[src/rtl/spi_pkg.sv]
// Shared types and constants for the SPI slave front end.
package spi_pkg;

  localparam int unsigned DEF_WORD_W = 10;
  localparam int unsigned DEF_DATA_W = 8;

  localparam logic [1:0] CMD_WR_ADDR = 2'b00;
  localparam logic [1:0] CMD_WR_DATA = 2'b01;
  localparam logic [1:0] CMD_RD_ADDR = 2'b10;
  localparam logic [1:0] CMD_RD_DATA = 2'b11;

  typedef enum logic [2:0] {
    StIdle,
    StChkCmd,
    StWrite,
    StReadAdd,
    StReadData
  } state_e;

endpackage

[src/rtl/spi_tx_serializer.sv]
// Shifts a loaded byte out MSB first over DATA_W cycles; output is 0 when idle.
module spi_tx_serializer
  import spi_pkg::*;
#(
  parameter int unsigned DATA_W = DEF_DATA_W
) (
  input  logic              clk_i,
  input  logic              rst_i,
  input  logic              clear_i,
  input  logic              load_i,
  input  logic [DATA_W-1:0] data_i,
  output logic              miso_o
);

  localparam int unsigned CntW = $clog2(DATA_W + 1);

  logic [DATA_W-1:0] shreg_q, shreg_d;
  logic [CntW-1:0]   cnt_q, cnt_d;

  // Next-state: clear beats load, load beats shifting.
  always_comb begin
    shreg_d = shreg_q;
    cnt_d   = cnt_q;
    if (clear_i) begin
      cnt_d = '0;
    end else if (load_i) begin
      shreg_d = data_i;
      cnt_d   = CntW'(DATA_W);
    end else if (cnt_q != '0) begin
      shreg_d = shreg_q << 1;
      cnt_d   = cnt_q - CntW'(1);
    end
  end

  // State register with synchronous reset.
  always_ff @(posedge clk_i) begin
    if (rst_i) begin
      shreg_q <= '0;
      cnt_q   <= '0;
    end else begin
      shreg_q <= shreg_d;
      cnt_q   <= cnt_d;
    end
  end

  assign miso_o = (cnt_q != '0) & shreg_q[DATA_W-1];

endmodule

[src/rtl/spi_slave_ctrl.sv]
// SPI slave front end: deserialises command frames for the RAM and returns read bytes on MISO.
module spi_slave_ctrl
  import spi_pkg::*;
#(
  parameter int unsigned WORD_W = DEF_WORD_W,
  parameter int unsigned DATA_W = DEF_DATA_W
) (
  input  logic              clk,
  input  logic              rst,
  input  logic              ss_n,
  input  logic              mosi,
  output logic              miso,
  output logic [WORD_W-1:0] rx_data,
  output logic              rx_valid,
  input  logic [DATA_W-1:0] tx_data,
  input  logic              tx_valid
);

  localparam int unsigned     CntW    = $clog2(WORD_W + 1);
  localparam logic [CntW-1:0] LastBit = CntW'(WORD_W - 1);
  // Count parked here once a frame completes, so a held-low ss_n cannot start another.
  localparam logic [CntW-1:0] Done    = CntW'(WORD_W);

  state_e              state_q, state_d;
  logic [CntW-1:0]     bit_cnt_q, bit_cnt_d;
  logic [WORD_W-2:0]   shift_q, shift_d;
  logic [WORD_W-1:0]   rx_data_q, rx_data_d;
  logic                rx_valid_q, rx_valid_d;
  logic                rd_addr_seen_q, rd_addr_seen_d;
  logic                rd_wait_q, rd_wait_d;
  logic                tx_load;

  // Next-state and control: frame capture, read-address tracking, tx wait window.
  always_comb begin
    state_d        = state_q;
    bit_cnt_d      = bit_cnt_q;
    shift_d        = shift_q;
    rx_data_d      = rx_data_q;
    rx_valid_d     = 1'b0;
    rd_addr_seen_d = rd_addr_seen_q;
    rd_wait_d      = rd_wait_q;
    tx_load        = 1'b0;

    if (rx_valid_q) begin
      unique case (rx_data_q[WORD_W-1 -: 2])
        CMD_RD_ADDR:              rd_addr_seen_d = 1'b1;
        CMD_RD_DATA:              rd_addr_seen_d = 1'b0;
        CMD_WR_ADDR, CMD_WR_DATA: rd_addr_seen_d = rd_addr_seen_q;
      endcase
    end

    unique case (state_q)
      StIdle: begin
        if (!ss_n) state_d = StChkCmd;
      end
      StChkCmd: begin
        if (ss_n) begin
          state_d   = StIdle;
          bit_cnt_d = '0;
        end else begin
          shift_d   = {shift_q[WORD_W-3:0], mosi};
          bit_cnt_d = CntW'(1);
          state_d   = mosi ? (rd_addr_seen_q ? StReadData : StReadAdd) : StWrite;
        end
      end
      default: begin
        // Last bit is taken even if ss_n rises on the same cycle.
        if (bit_cnt_q == LastBit) begin
          rx_data_d  = {shift_q, mosi};
          rx_valid_d = 1'b1;
          bit_cnt_d  = Done;
          rd_wait_d  = (state_q == StReadData) && !ss_n;
        end else if (bit_cnt_q != Done && !ss_n) begin
          shift_d   = {shift_q[WORD_W-3:0], mosi};
          bit_cnt_d = bit_cnt_q + CntW'(1);
        end
        if (rd_wait_q && tx_valid && !ss_n) begin
          tx_load   = 1'b1;
          rd_wait_d = 1'b0;
        end
        if (ss_n) begin
          state_d   = StIdle;
          bit_cnt_d = '0;
          rd_wait_d = 1'b0;
        end
      end
    endcase
  end

  // State registers with synchronous reset taking priority over everything.
  always_ff @(posedge clk) begin
    if (rst) begin
      state_q        <= StIdle;
      bit_cnt_q      <= '0;
      shift_q        <= '0;
      rx_data_q      <= '0;
      rx_valid_q     <= 1'b0;
      rd_addr_seen_q <= 1'b0;
      rd_wait_q      <= 1'b0;
    end else begin
      state_q        <= state_d;
      bit_cnt_q      <= bit_cnt_d;
      shift_q        <= shift_d;
      rx_data_q      <= rx_data_d;
      rx_valid_q     <= rx_valid_d;
      rd_addr_seen_q <= rd_addr_seen_d;
      rd_wait_q      <= rd_wait_d;
    end
  end

  spi_tx_serializer #(
    .DATA_W(DATA_W)
  ) u_tx (
    .clk_i  (clk),
    .rst_i  (rst),
    .clear_i(ss_n),
    .load_i (tx_load),
    .data_i (tx_data),
    .miso_o (miso)
  );

  assign rx_data  = rx_data_q;
  assign rx_valid = rx_valid_q;

endmodule
[config.mk]
export PLATFORM = sky130hd
export DESIGN_NAME = spi_slave_ctrl
export DESIGN_NICKNAME = d
export VERILOG_FILES = /design/src/rtl/spi_pkg.sv /design/src/rtl/spi_tx_serializer.sv /design/src/rtl/spi_slave_ctrl.sv
export SDC_FILE = /design/constraint.sdc
export NUM_CORES = 1
export LEC_CHECK = 0
export BUFFER_PORTS_ARGS = -buffer_cell sky130_fd_sc_hd__buf_2
export CAP_MARGIN = 20
export CORE_MARGIN = 8
export CORE_UTILIZATION = 60
export DETAILED_ROUTE_END_ITERATION = 8
export PLACE_DENSITY = 0.83
export SLEW_MARGIN = 15
export SYNTH_ARGS = -nofsm -noshare
export SYNTH_HDL_FRONTEND = slang
export SYNTH_SLANG_ARGS = --single-unit
[constraint.sdc]
create_clock -name clk -period 3.2 [get_ports clk]
set_input_delay 0.48 -clock clk [delete_from_list [all_inputs] [get_ports clk]]
set_output_delay 0.48 -clock clk [all_outputs]
set_load 0.02 [all_outputs]
# Word level (Yosys, flattened, before mapping)
# Index checks and enable logic that the tools add are counted.
[word_totals]
ff_bits = 41
output_inout_bits = 12
input_bits = 13
[op_classes]
reduce_logical = 25
eq_ne = 10
muxes = 26
bitwise = 5
addsub = 2
[ops]
columns = ["cell", "count"]
rows = [
  ["$mux 9", 3],
  ["$mux 4", 5],
  ["$pmux 9 s2", 1],
  ["$mux 8", 2],
  ["$mux 3", 5],
  ["$reduce_and 2->1", 6],
  ["$pmux 4 s2", 1],
  ["$reduce_bool 4->1", 2],
  ["$mux 1", 7],
  ["$pmux 3 s2", 1],
  ["$reduce_bool 3->1", 2],
  ["$reduce_or 2->1", 3],
  ["$reduce_or 3->1", 2],
  ["$add 4x1->4 const B", 1],
  ["$eq 2x2->1 const B", 2],
  ["$eq 4x4->1 const B", 1],
  ["$logic_and 1x1->1", 4],
  ["$ne 2x2->1 const B", 2],
  ["$ne 4x4->1 const B", 1],
  ["$not 1->1", 4],
  ["$reduce_and 4->1", 1],
  ["$reduce_bool 2->1", 2],
  ["$sub 4x1->4 const B", 1],
  ["$eq 3x1->1 const B", 1],
  ["other kinds (8)", 8],
]

# Depth between registers and ports, before layout
# Gate-level depths: netlist of run 1.
[logic_depth]
depth_word = 6
depth_mapped = 7

# Hierarchy
# From an unflattened synthesis of run 1, not the netlist that was laid out.
[unflattened]
hier_cells = 210
area_unflattened_um2 = 1889.3
[by_module_without_submodules]
columns = ["mod", "area_each_um2", "cells_per_inst", "instances", "seq_area_each_um2"]
rows = [
  ["spi_slave_ctrl", 1256.2, 144, 1, 580.6],
  ["spi_tx_serializer", 633.1, 66, 1, 240.2],
]

# Least setup slack after synthesis of run 1
# Ideal clock, no wire load.
[synth_timing]
path_type = "reg-to-reg"
from = "reg bit_cnt_q[0]"
to = "reg shift_q[0]"
path_stages_with_launch = 8
period_less_slack_ps = 1727
slack_ps = 1473
n_path_buf = 1
t_arrival_ps = 1599
cell_sequence = "dfxtp_1 -> inv_1 -> ha_1 -> or2_2 -> a311oi_2 -> buf_6 -> mux2i_1 -> nor2_1"
[synth_between]
elab_chain_len = 4
[synth_rtl]
columns = ["item", "line_no", "text"]
rows = [
  ["start: declaration", "spi_slave_ctrl.sv:25", "logic [CntW-1:0] bit_cnt_q, bit_cnt_d;"],
  ["start signal: assignment", "spi_slave_ctrl.sv:102", "bit_cnt_q <= bit_cnt_d;"],
  ["$ne 4x4->1", "spi_slave_ctrl.sv:73", "end else if (bit_cnt_q != Done && !ss_n) begin"],
  ["$logic_and 1x1->1", "spi_slave_ctrl.sv:73", ""],
  ["$reduce_bool 2->1 (no line)", "n/a", ""],
  ["$reduce_and 4->1 (no line) (*)", "n/a", ""],
  ["end signal: assignment", "spi_slave_ctrl.sv:103", "shift_q <= shift_d;"],
  ["end: declaration", "spi_slave_ctrl.sv:26", "logic [WORD_W-2:0] shift_q, shift_d;"],
]
# Every way passes the cells marked *; elsewhere a longest branch is shown, timed or not.
# A chain may end at the register's enable or synchronous reset.

# Worst setup path after layout of run 1
[layout_timing]
from = "reg u_tx.cnt_q[0]"
to = "out miso"
[layout_between]
elab_chain_len = 2
[layout_rtl]
columns = ["item", "line_no", "text"]
rows = [
  ["start: declaration", "spi_tx_serializer.sv:18", "logic [CntW-1:0] cnt_q, cnt_d;"],
  ["start signal: assignment", "spi_tx_serializer.sv:42", "cnt_q <= cnt_d;"],
  ["$reduce_bool 4->1", "spi_tx_serializer.sv:46", "assign miso_o = (cnt_q != '0) & shreg_q[DATA_W-1];"],
  ["$and 1x1->1", "spi_tx_serializer.sv:46", ""],
  ["end: declaration", "spi_slave_ctrl.sv:12", "output logic miso,"],
]
# No other way between the ends.

==> results of run 1 <==
[kinds of logic after synthesis]
| group | Yosys count |
|---|---|
| simple gates | 84 |
| xor+xnor | 2 |
| mux | 19 |
| buf+inv | 16 |
| compound gates | 32 |
| fa+ha+maj | 5 |
| flops | 41 |
[worst paths after layout]
path	endpoint	slack [ns]	cells after the start
hold / removal	u_tx.shreg_q[7]$_SDFFE_PP0P_	0.40	3
hold reg to reg	rd_addr_seen_q$_SDFFE_PP0P_	0.49	1
setup / recovery	miso	1.16	5
setup reg to reg	shift_q[7]$_SDFFE_PP0P_	1.23	7
[synth_stat cells (all sizes together), types with 2 or more instances]
| library cell | number | area share [%] |
|---|---|---|
| a21oi | 7 | 1.9 |
| nor3b | 3 | 1.9 |
| o21ai | 4 | 1.1 |
| nand2 | 21 | 4.3 |
| inv | 5 | 1.0 |
| buf | 7 | 2.8 |
| or2 | 3 | 1.2 |
| nand3 | 4 | 1.4 |
| xnor2 | 2 | 0.97 |
| ha | 5 | 3.4 |
| nor3 | 5 | 1.7 |
| mux2i | 19 | 10 |
| nor2 | 38 | 7.9 |
| a31oi | 2 | 1.0 |
| nand2b | 2 | 0.69 |
| dfxtp | 41 | 45 |
| a311oi | 9 | 4.7 |
| clkbuf | 4 | 0.83 |
| o31ai | 3 | 1.2 |
[state kept, by name (all words and copies together), names as in the netlist]
name	count
rx_data	10
shift_q	9
u_tx.shreg_q	8
bit_cnt_q	4
u_tx.cnt_q	4
state_q	3
rd_addr_seen_q	1
rd_wait_q	1
rx_valid	1
[routing by layer]
metal	part of all wire, %	vias to the layer above	wire length (um)
met3	2.7	8	93
met2	46	19	1570
met5	0	-	0
met1	49	676	1660
met4	1.9	0	65
li1	-	735	-
[stage by stage]
stage               instance area [um^2]  setup slack, ns
finish                              1990             1.16
global route                        1990             1.07
CTS                                 1990             1.16
detailed placement                  1920             1.26
global placement                    1920             1.32
floorplan                           1820             1.47
[area by class of cell]
type / instances / area (um^2)
fillers: 265 / 963
multi-input cells: 142 / 911
flip-flops and latches: 41 / 821
repair buffers: 25 / 128
clock buffers: 7 / 65.1
well taps: 33 / 41.3
inverters: 5 / 18.8
clock inverters: 1 / 5.00
[cells in the final DEF (no fill, tap or decap), types with 2 or more instances in the layout]
cell,count
a21oi_1,7
nand2b_1,2
nand3_1,3
nor3b_1,2
a311oi_1,8
inv_1,5
nor2_1,38
o31ai_1,3
or2_2,2
o21ai_0,3
xnor2_1,2
dfxtp_1,41
buf_2,24
clkbuf_8,2
nand2_1,21
nor3_1,4
mux2i_1,19
ha_1,5
clkbuf_4,5
[where the power goes]
| part | leakage, nW | internal, mW | switching, mW | total (mW) |
|---|---|---|---|---|
| Sequential | 0.331 | 0.530 | 0.0180 | 0.548 |
| Clock | 0.0413 | 0.127 | 0.166 | 0.294 |
| Combinational | 0.484 | 0.105 | 0.142 | 0.247 |
| Total | 0.856 | 0.763 | 0.327 | 1.09 |
[worst reg2reg max path, delay by kind of cell, from the launching register on]
kind,cells,cell delay (ns)
compound gates,1,0.27
mux,1,0.23
simple gates,2,0.37
flops,1,0.41
fa+ha+maj,1,0.23
buf+inv,2,0.32
==> run metrics, run 1 <==
worst hold slack 0.398 ns; CP max-delay cell nor3b_4; CP max stage delay around 0.34 ns; clock skew 0.00721 ns; post-synthesis compound-gate area fraction 13.2%; Core Util, Final 67.4%; Cell Rows 20; max_cap viols 0; Post-synth EDFFs 0; first-pass GRT wire length 5840 um; clk root buf clkbuf_4; Critical Path Fanout Max 7; IO Pins 25; Cell Count, Final, Fillers Out between 200 and 300; setup TNS 0 ns; register area share after synthesis between 40% and 50%; chip height 71.0 um; Port-buffer cells 24; antenna cells 0; Critical Path End Type primary output; mux contribution to synthesized area 10.5%; worst-path cell chain inv_1, ha_1, nor3b_4, nor2b_1, buf_2; Clock Path Buffers 2; post-route total power 1.09 mW; DRC viols 0; XOR/XNOR Fraction of Synth Area less than 1%; Core ar. 2950 um^2; met2 usage 23.6%; LEAKAGE 0.856 nW; Simple-Gate Fraction of Synth Area 22.1%; CTS Hold Bufs 0; Setup Buffers After CTS 0; WL final 3390 um; Hold Path Origin tx_data[7]; area delta synth->final 9.58%; grt peak-use layer met2; placed cells 246; Post-Syn Nets between 200 and 250; initial DRC count 80; YS warnings 0; final hold vios 0; Die Area 5040 um^2; Cells after Synth ~200; Yosys reg bits 41; WL per Instance 13.3 um; total track usage 14.2%; H-tree levels 2; HP Class primary input to register; First-pass DRT Iterations 4; via count 1,438; f_max 491 MHz; RSZ-0062 raised after global routing no; crit path DAT 1.56 ns; Async SR Flop Fraction 0%; Pins Over Slew Limit 0; Routed Antenna Nets 0; post-cts resize count 0; relative slew slack 53.8%; clk sink count between 40 and 50; CP bufs+invs 2; Final Cycle Share 63.6%; Syn Area/Cell 9.12 um^2; number of global-route vias before repair between 1,000 and 1,500; minimum clock period 2.04 ns; layout cell share with drive strength beyond 1 about a fifth; Via-to-Cell Ratio 5.66; initial core utilization between 60 and 70%; Nets ~240; worst-margin pin slew 0.691 ns; CP top delay family simple AND/OR/NAND/NOR gates; most used flip-flop cell after synthesis dfxtp_1; Num CTS Buffers 5; Worst-Skew Late Latency 0.35 ns; grt total ovfl 0; CTS tree built; nature of the critical path startpoint register; distinct cell type count after synthesis 43; peak supply drop 0.360 mV; RR Startpoint bit_cnt_q[0]$_SDFFE_PP0P_; HPWL after detailed placement 2340 um; Required @ worst endpoint 2.72 ns; crit path launch u_tx.cnt_q[0]$_SDFFE_PP0P_; GPL Wtd Cong 0.790; synthesized-area fraction occupied by adder cells 3.45%; largest net degree at the start of global routing 40; initial antenna violation count 0; Power Dens Cells 548 nW/um^2; main combinational cell family by area after synthesis simple AND/OR/NAND/NOR gates; count of final setup violators 0; Reg clk slew, reported paths ~0.11 ns; status completed; Mapped Area approximately 1800 um^2; met1 Use GR 16.6%; critical path class register to primary output; Die Wd between 70 and 80 um; met3 Use GR under 10%
(Power assumes the default switching activity.)
==> run 2: changes to the inputs <==
Settings changed: ABC_AREA set to 1, CORE_UTILIZATION 60 to 56, PLACE_DENSITY 0.83 to 0.78.
Clock period 3.2 ns to 2 ns, I/O delays scaled along.
==> run metrics, run 2 <==
status completed (unchanged); post-cts resize count 0 (unchanged); Routed Antenna Nets 0 (unchanged); DRC viols 0 (unchanged); First-pass DRT Iterations 4 (unchanged); worst-path cell chain inv_1, ha_1, nand2_1, inv_1, nor2_1, buf_2 (was inv_1, ha_1, nor3b_4, nor2b_1, buf_2); count of final setup violators 0 (unchanged); CP bufs+invs 3 (was 2); Nets 305 (was 238); CP max stage delay 0.38 ns (was 0.34 ns); max reg flops 10 (unchanged); reg2reg path depth 8 (was 7); number of global-route vias before repair 1,622 (was 1,309); Setup Buffers After CTS 0 (unchanged); CTS tree built (unchanged); Critical Path Fanout Max 5 (was 7); P_sw 491 uW (was 327 uW); commonest non-fill, non-tap cell in the layout nand2_1 (was dfxtp_1); Highest Signal Layer met4 (unchanged); crit path launch u_tx.cnt_q[0]$_SDFFE_PP0P_ (unchanged); antenna cells 0 (unchanged); worst-margin pin slew 0.440 ns (was 0.691 ns); sw frac 28.3% (was 30.0%); filler cell count in the final layout 322 (was 265); met3 WL 123 um (was 93 um); critical path capture point miso (unchanged); initial DRC count 153 (was 80); footprint of the multi-input gates 913 um^2 (was 911 um^2); Post-Syn Nets 280 (was 217); CP top delay family flip-flops (was simple AND/OR/NAND/NOR gates); WP depth 6 (was 5); HP Class primary input to register (unchanged); CTS Hold Bufs 0 (unchanged); setup TNS 0 ns (unchanged); Yosys reg bits 41 (unchanged); worst hold path depth 3 (unchanged); CP max-delay cell dfxtp_1 (was nor3b_4); RR Startpoint bit_cnt_q[1]$_SDFFE_PP0P_ (was bit_cnt_q[0]$_SDFFE_PP0P_); largest net degree at the start of global routing 24 (was 40); Final Cycle Share 88.7%; HPWL after detailed placement 2690 um (was 2340 um); initial antenna violation count 0 (unchanged); most common cell in the netlist nand2_1 (was dfxtp_1); Die Wd 73.6 um (was 71.0 um); YS warnings 0 (unchanged); most frequent CP cell inv_1; WL final 3760 um (was 3390 um); Port-buffer cells 24 (unchanged); Core Util, Final 64.1% (was 67.4%); met1 WL 1790 um (was 1660 um); Clock Path Buffers 2 (unchanged); flip-flop and latch area 821 um^2 (unchanged); layout cell share with drive strength beyond 1 16.7% (was 19.0%); Async SR Flop Fraction 0% (unchanged); share of the synthesized area in the top cell type 44.2% (was 45.2%); Required @ worst endpoint 1.70 ns (was 2.72 ns); cell taking the most area after synthesis dfxtp_1 (unchanged); IO Pins 25 (unchanged); routed wl met2 1780 um (was 1570 um); grt total ovfl 0 (unchanged); H-tree levels 2 (unchanged); peak supply drop 0.509 mV (was 0.360 mV); Core ar. 3260 um^2 (was 2950 um^2); clk sink count 41 (unchanged); Num CTS Buffers 5 (unchanged); distinct cell type count after synthesis 24 (was 43); minimum clock period between 1.5 and 2 ns; most used flip-flop cell after synthesis dfxtp_1 (unchanged); Pins Over Slew Limit 0 (unchanged); Synth area leaders dfxtp_1 (44%), nand2_1 (14%), nor2_1 (8.7%) (was dfxtp_1 (45%), mux2i_1 (10%), nor2_1 (7.9%)); Post-synth EDFFs 0 (unchanged); Reg clk slew, reported paths 0.12 ns (was 0.11 ns); Power Dens Cells 834 nW/um^2 (was 548 nW/um^2); WL per Instance 11.2 um (was 13.3 um); Critical Path End Type primary output (unchanged); internal power 1.25 mW (was 763 uW); initial core utilization 57.0% (was 61.5%); Cells after Synth 262 (was 199); Via-to-Cell Ratio 5.10 (was 5.66); Cell Rows 21 (was 20); worst reg-to-reg setup slack 0.50 ns (was 1.23 ns); Worst-Skew Late Latency 0.35 ns (about the same); critical path class register to primary output (unchanged); clk root buf clkbuf_4 (unchanged); relative slew slack 70.7% (was 53.8%); RSZ-0062 raised after global routing no (unchanged); Syn Area/Cell 7.08 um^2 (was 9.12 um^2); area delta synth->final 12.5% (was 9.58%); nature of the critical path startpoint register (unchanged); max_cap viols 0 (unchanged); Flop pwr share 50.1% (was 50.3%); r2r endpoint shift_q[8]$_SDFFE_PP0P_ (was shift_q[7]$_SDFFE_PP0P_); share of power burned in the clock network 32.6% (was 27.0%); register area share after synthesis 44.2% (was 45.2%); Die Area 5410 um^2 (was 5040 um^2); LEAKAGE 0.960 nW (was 0.856 nW); Mapped Area 1860 um^2 (was 1820 um^2); Comb pwr share 17.3% (was 22.7%); via count 1,705 (was 1,438); crit path DAT 1.47 ns (was 1.56 ns); total track usage 15.4% (was 14.2%); Commonest cells post-synth nand2_1 (71), nor2_1 (43), dfxtp_1 (41), a21oi_1 (23), nand3_1 (19) (was dfxtp_1 (41), nor2_1 (38), nand2_1 (21), mux2i_1 (19), a311oi_1 (8)); first-pass GRT wire length 6730 um (was 5840 um); GPL Wtd Cong 0.904 (was 0.790); final hold vios 0 (unchanged); f_max ~560 MHz; chip height 73.6 um (was 71.0 um); clock skew 0.0115 ns (was 0.00721 ns); commonest non-fill, non-tap cells in the layout nand2_1 (71), nor2_1 (43), dfxtp_1 (41), buf_2 (24), a21oi_1 (23) (was dfxtp_1 (41), nor2_1 (38), buf_2 (24), nand2_1 (21), mux2i_1 (19))
-- run 2: changes by cell type after synthesis, moves of 3 or more --
cell and delta:
nand2_1 +50, mux2i_1 -19, a21oi_1 +16, nand3_1 +16
inv_1 +12, o21ai_0 +11, a311oi_1 -7, nor2_1 +5
inv_2 +4, nand2_4 +4, o31ai_1 -3
-- run 2: stage by stage --
| step | setup WS [ns] | hold slack [ns] | cells | area [um^2] | total power, mW |
|---|---|---|---|---|---|
| 3_3_place_gp | 0.581 | 0.454 | 326 | 2000 | 1.19 |
| 5_1_grt | 0.0541 | 0.190 | 334 | 2090 | 1.85 |
| 4_1_cts | 0.205 | 0.179 | 334 | 2090 | 1.76 |
| 3_5_place_dp | 0.515 | 0.457 | 326 | 2000 | 1.19 |
| 2_1_floorplan | 0.658 | 0.378 | 262 | 1860 | 1.12 |
| 6_report | 0.227 | 0.190 | 334 | 2090 | 1.74 |
-- run 2: cells by family after synthesis --
kind of cell,count (synthesis),synth area share (%)
XOR/XNOR,1,0.472
AND/OR/NAND/NOR,146,33.6
buffers and inverters,28,6.54
adder cells (fa/ha/maj),5,3.37
flip-flops,41,44.2
AO/OA/AOI/OAI,41,11.8
-- run 2: worst min-delay path: stages --
cell     delay [ns]
buf_2          0.09
nand2_1        0.05
a21oi_1        0.06
-- run 2: how the worst min path moves through the flow --
| stage | slack, ns | end | from |
|---|---|---|---|
| floorplan | 0.38 | rd_addr_seen_q$_SDFFE_PP0P_ | rst |
| global placement | 0.45 | u_tx.shreg_q[5]$_SDFFE_PP0P_ | u_tx.shreg_q[5]$_SDFFE_PP0P_ |
| detailed placement | 0.46 | u_tx.shreg_q[5]$_SDFFE_PP0P_ | u_tx.shreg_q[5]$_SDFFE_PP0P_ |
| CTS | 0.18 | u_tx.shreg_q[0]$_SDFFE_PP0P_ | tx_data[0] |
| global route | 0.19 | u_tx.shreg_q[0]$_SDFFE_PP0P_ | tx_data[0] |
| finish | 0.19 | u_tx.shreg_q[0]$_SDFFE_PP0P_ | tx_data[0] |
-- run 2: power by group through the flow --
| stage | clock network (mW) | registers [mW] | logic, mW |
|---|---|---|---|
| final | 0.566 | 0.872 | 0.302 |
| after detailed placement | 0 | 0.889 | 0.298 |
| after global routing | 0.613 | 0.876 | 0.358 |
| after CTS | 0.583 | 0.872 | 0.302 |
| after global placement | 0 | 0.888 | 0.298 |
| after floorplan | 0 | 0.885 | 0.238 |
-- run 2: cell type report --
| cell class | count | share of cell area [%] |
|---|---|---|
| Sequential cell | 41 | 39.3 |
| Timing Repair Buffer | 25 | 6.12 |
| Tap cell | 46 | 2.76 |
| Clock inverter | 2 | 1.80 |
| Multi-Input combinational cell | 193 | 43.8 |
| Clock buffer | 6 | 2.46 |
| Inverter | 21 | 3.78 |
-- run 2: routing by layer --
layer / track usage, % / up-vias
met4: 5.99 / 0
met5: 0 / -
met2: 25.8 / 19
met3: 3.96 / 7
li1: - / 880
met1: 18.1 / 799
==> run 3: changes to the inputs <==
Settings changed: CORE_MARGIN 8 to 4.
==> run metrics, run 3 (synthesized netlist as in run 2, its figures left out) <==
status completed (unchanged); LEAKAGE 0.961 nW (was 0.960 nW); Die Wd 65.6 um (was 73.6 um); WP depth 6 (unchanged); Clock Path Buffers 2 (unchanged); area delta synth->final 12.1% (was 12.5%); peak supply drop 0.486 mV (was 0.509 mV); first-pass GRT wire length 6240 um (was 6730 um); Power Dens Cells 834 nW/um^2 (about the same); DRC viols 0 (unchanged); CP max stage delay 0.39 ns (was 0.38 ns); setup TNS 0 ns (unchanged); Critical Path End Type primary output (unchanged); HPWL after detailed placement 2620 um (was 2690 um); Cell Count, Final, Fillers Out 332 (was 334); Routed Antenna Nets 0 (unchanged); Die Area 4300 um^2 (was 5410 um^2); worst-case hold path end point u_tx.shreg_q[0]$_SDFFE_PP0P_ (unchanged); commonest non-fill, non-tap cells in the layout nand2_1 (71), nor2_1 (43), dfxtp_1 (41), buf_2 (24), a21oi_1 (23) (unchanged); worst hold path depth 3 (unchanged); clk sink count 41 (unchanged); RR Startpoint bit_cnt_q[1]$_SDFFE_PP0P_ (unchanged); Final Cycle Share 89.6% (was 88.7%); HP Class primary input to register (unchanged); relative slew slack 69.1% (was 70.7%); max reg flops 10 (unchanged); Required @ worst endpoint 1.70 ns (about the same); IO Pins 25 (unchanged); clock skew 0.00507 ns (was 0.0115 ns); H-tree levels 2 (unchanged); Final WS setup 0.208 ns (was 0.227 ns); nature of the critical path startpoint register (unchanged); critical path class register to primary output (unchanged); clk root buf clkbuf_4 (unchanged); flip-flop and latch area 821 um^2 (unchanged); total track usage 18.7% (was 15.4%); Cell Rows 20 (was 21); Via-to-Cell Ratio 5.17 (was 5.10); footprint of the multi-input gates 913 um^2 (unchanged); CTS tree built (unchanged); Nets 305 (unchanged); initial DRC count 165 (was 153); Num CTS Buffers 5 (unchanged); post-cts resize count 0 (unchanged); most frequent CP cell inv_1 (unchanged); worst reg-to-reg setup slack 0.49 ns (was 0.50 ns); Reg clk slew, reported paths 0.12 ns (about the same); Worst-Skew Late Latency 0.34 ns (was 0.35 ns); commonest non-fill, non-tap cell in the layout nand2_1 (unchanged); antenna cells 0 (unchanged); count of final setup violators 0 (unchanged); CP bufs+invs 3 (unchanged); f_max 558 MHz (was 564 MHz); worst-path cell chain inv_1, ha_1, nand2_1, inv_1, nor2_1, buf_2 (unchanged); grt total ovfl 0 (unchanged); crit path DAT 1.49 ns (was 1.47 ns); layout cell share with drive strength beyond 1 16.3% (was 16.7%); number of global-route vias before repair 1,473 (was 1,622); reg2reg path depth 8 (unchanged); filler cell count in the final layout 306 (was 322); Hold Path Origin tx_data[0] (unchanged); largest net degree at the start of global routing 24 (unchanged); GPL Wtd Cong 0.874 (was 0.904); WL final 3680 um (was 3760 um); final hold vios 0 (unchanged); Core ar. 3100 um^2 (was 3260 um^2); initial core utilization 59.8% (was 57.0%); RSZ-0062 raised after global routing no (unchanged); worst-margin pin slew 0.463 ns (was 0.440 ns); chip height 65.6 um (was 73.6 um); CTS Hold Bufs 0 (unchanged); CP max-delay cell dfxtp_1 (unchanged); Setup Buffers After CTS 0 (unchanged); WL per Instance 11.1 um (was 11.2 um); placed cells 324 (was 326); minimum clock period 1.79 ns (was 1.77 ns); initial antenna violation count 0 (unchanged); max_cap viols 0 (unchanged); CP top delay family flip-flops (unchanged); via count 1,716 (was 1,705); Placement Setup Slack 0.512 ns (was 0.515 ns); Critical Path Fanout Max 5 (unchanged); r2r endpoint shift_q[8]$_SDFFE_PP0P_ (unchanged); Pins Over Slew Limit 0 (unchanged); First-pass DRT Iterations 4 (unchanged); Port-buffer cells 24 (unchanged)
==> run 3: cell count changes in the layout (fill, tap and decap cells not counted), sizes merged <==
| cell | change |
|---|---|
| clkinvlp | -1 |
| clkbuf | +1 |
==> run 3: layout make-up <==
type / instances / share of cell area (%)
inverter: 21 / 3.79
timing repair buffer: 25 / 6.13
multi-input combinational: 193 / 43.9
tap: 44 / 2.65
clock buffer: 7 / 2.65
clock inverter: 1 / 1.44
sequential: 41 / 39.4
==> run 3: worst register-to-register path, cell delays in order, from the launching register on <==
cell     delay, ns
dfxtp_1       0.40
inv_1         0.08
ha_1          0.19
nand3_2       0.10
nor2_1        0.07
inv_2         0.27
nand2_4       0.14
nand2_1       0.08
a21oi_1       0.06
==> run 3: routing by layer <==
| metal | track usage (%) | wire length [um] | part of all wire [%] |
|---|---|---|---|
| met4 | 10.4 | 74 | 2.0 |
| met5 | 0 | 0 | 0 |
| met1 | 24.4 | 1810 | 49 |
| met3 | 3.76 | 150 | 4.1 |
| met2 | 28.7 | 1650 | 45 |
==> run 3: worst max path at each step <==
stage	endpoint	start	slack, ns
6_report	miso	u_tx.cnt_q[0]$_SDFFE_PP0P_	0.21
4_1_cts	miso	u_tx.cnt_q[0]$_SDFFE_PP0P_	0.19
2_1_floorplan	miso	u_tx.cnt_q[0]$_SDFFE_PP0P_	0.66
3_5_place_dp	shift_q[8]$_SDFFE_PP0P_	bit_cnt_q[1]$_SDFFE_PP0P_	0.51
3_3_place_gp	shift_q[1]$_SDFFE_PP0P_	bit_cnt_q[1]$_SDFFE_PP0P_	0.57
5_1_grt	miso	u_tx.cnt_q[0]$_SDFFE_PP0P_	0.06
==> run 3: through the flow <==
stage / cell area, um^2 / hold slack (ns) / utilization, % / power, mW
floorplan: 1860 / 0.378 / - / 1.12
global placement: 2000 / 0.453 / 64.3 / 1.19
detailed placement: 2000 / 0.455 / 64.3 / 1.19
CTS: 2080 / 0.193 / 67.1 / 1.75
global route: 2080 / 0.178 / 67.1 / 1.84
finish: 2080 / 0.209 / 67.1 / 1.73
==> run 3: power by group <==
group / total [mW] / leakage [nW] / switching [mW] / internal, mW
registers: 0.872 / 0.331 / 0.0253 / 0.847
logic: 0.301 / 0.585 / 0.196 / 0.105
clock network: 0.562 / 0.0455 / 0.263 / 0.299
total: 1.73 / 0.961 / 0.485 / 1.25
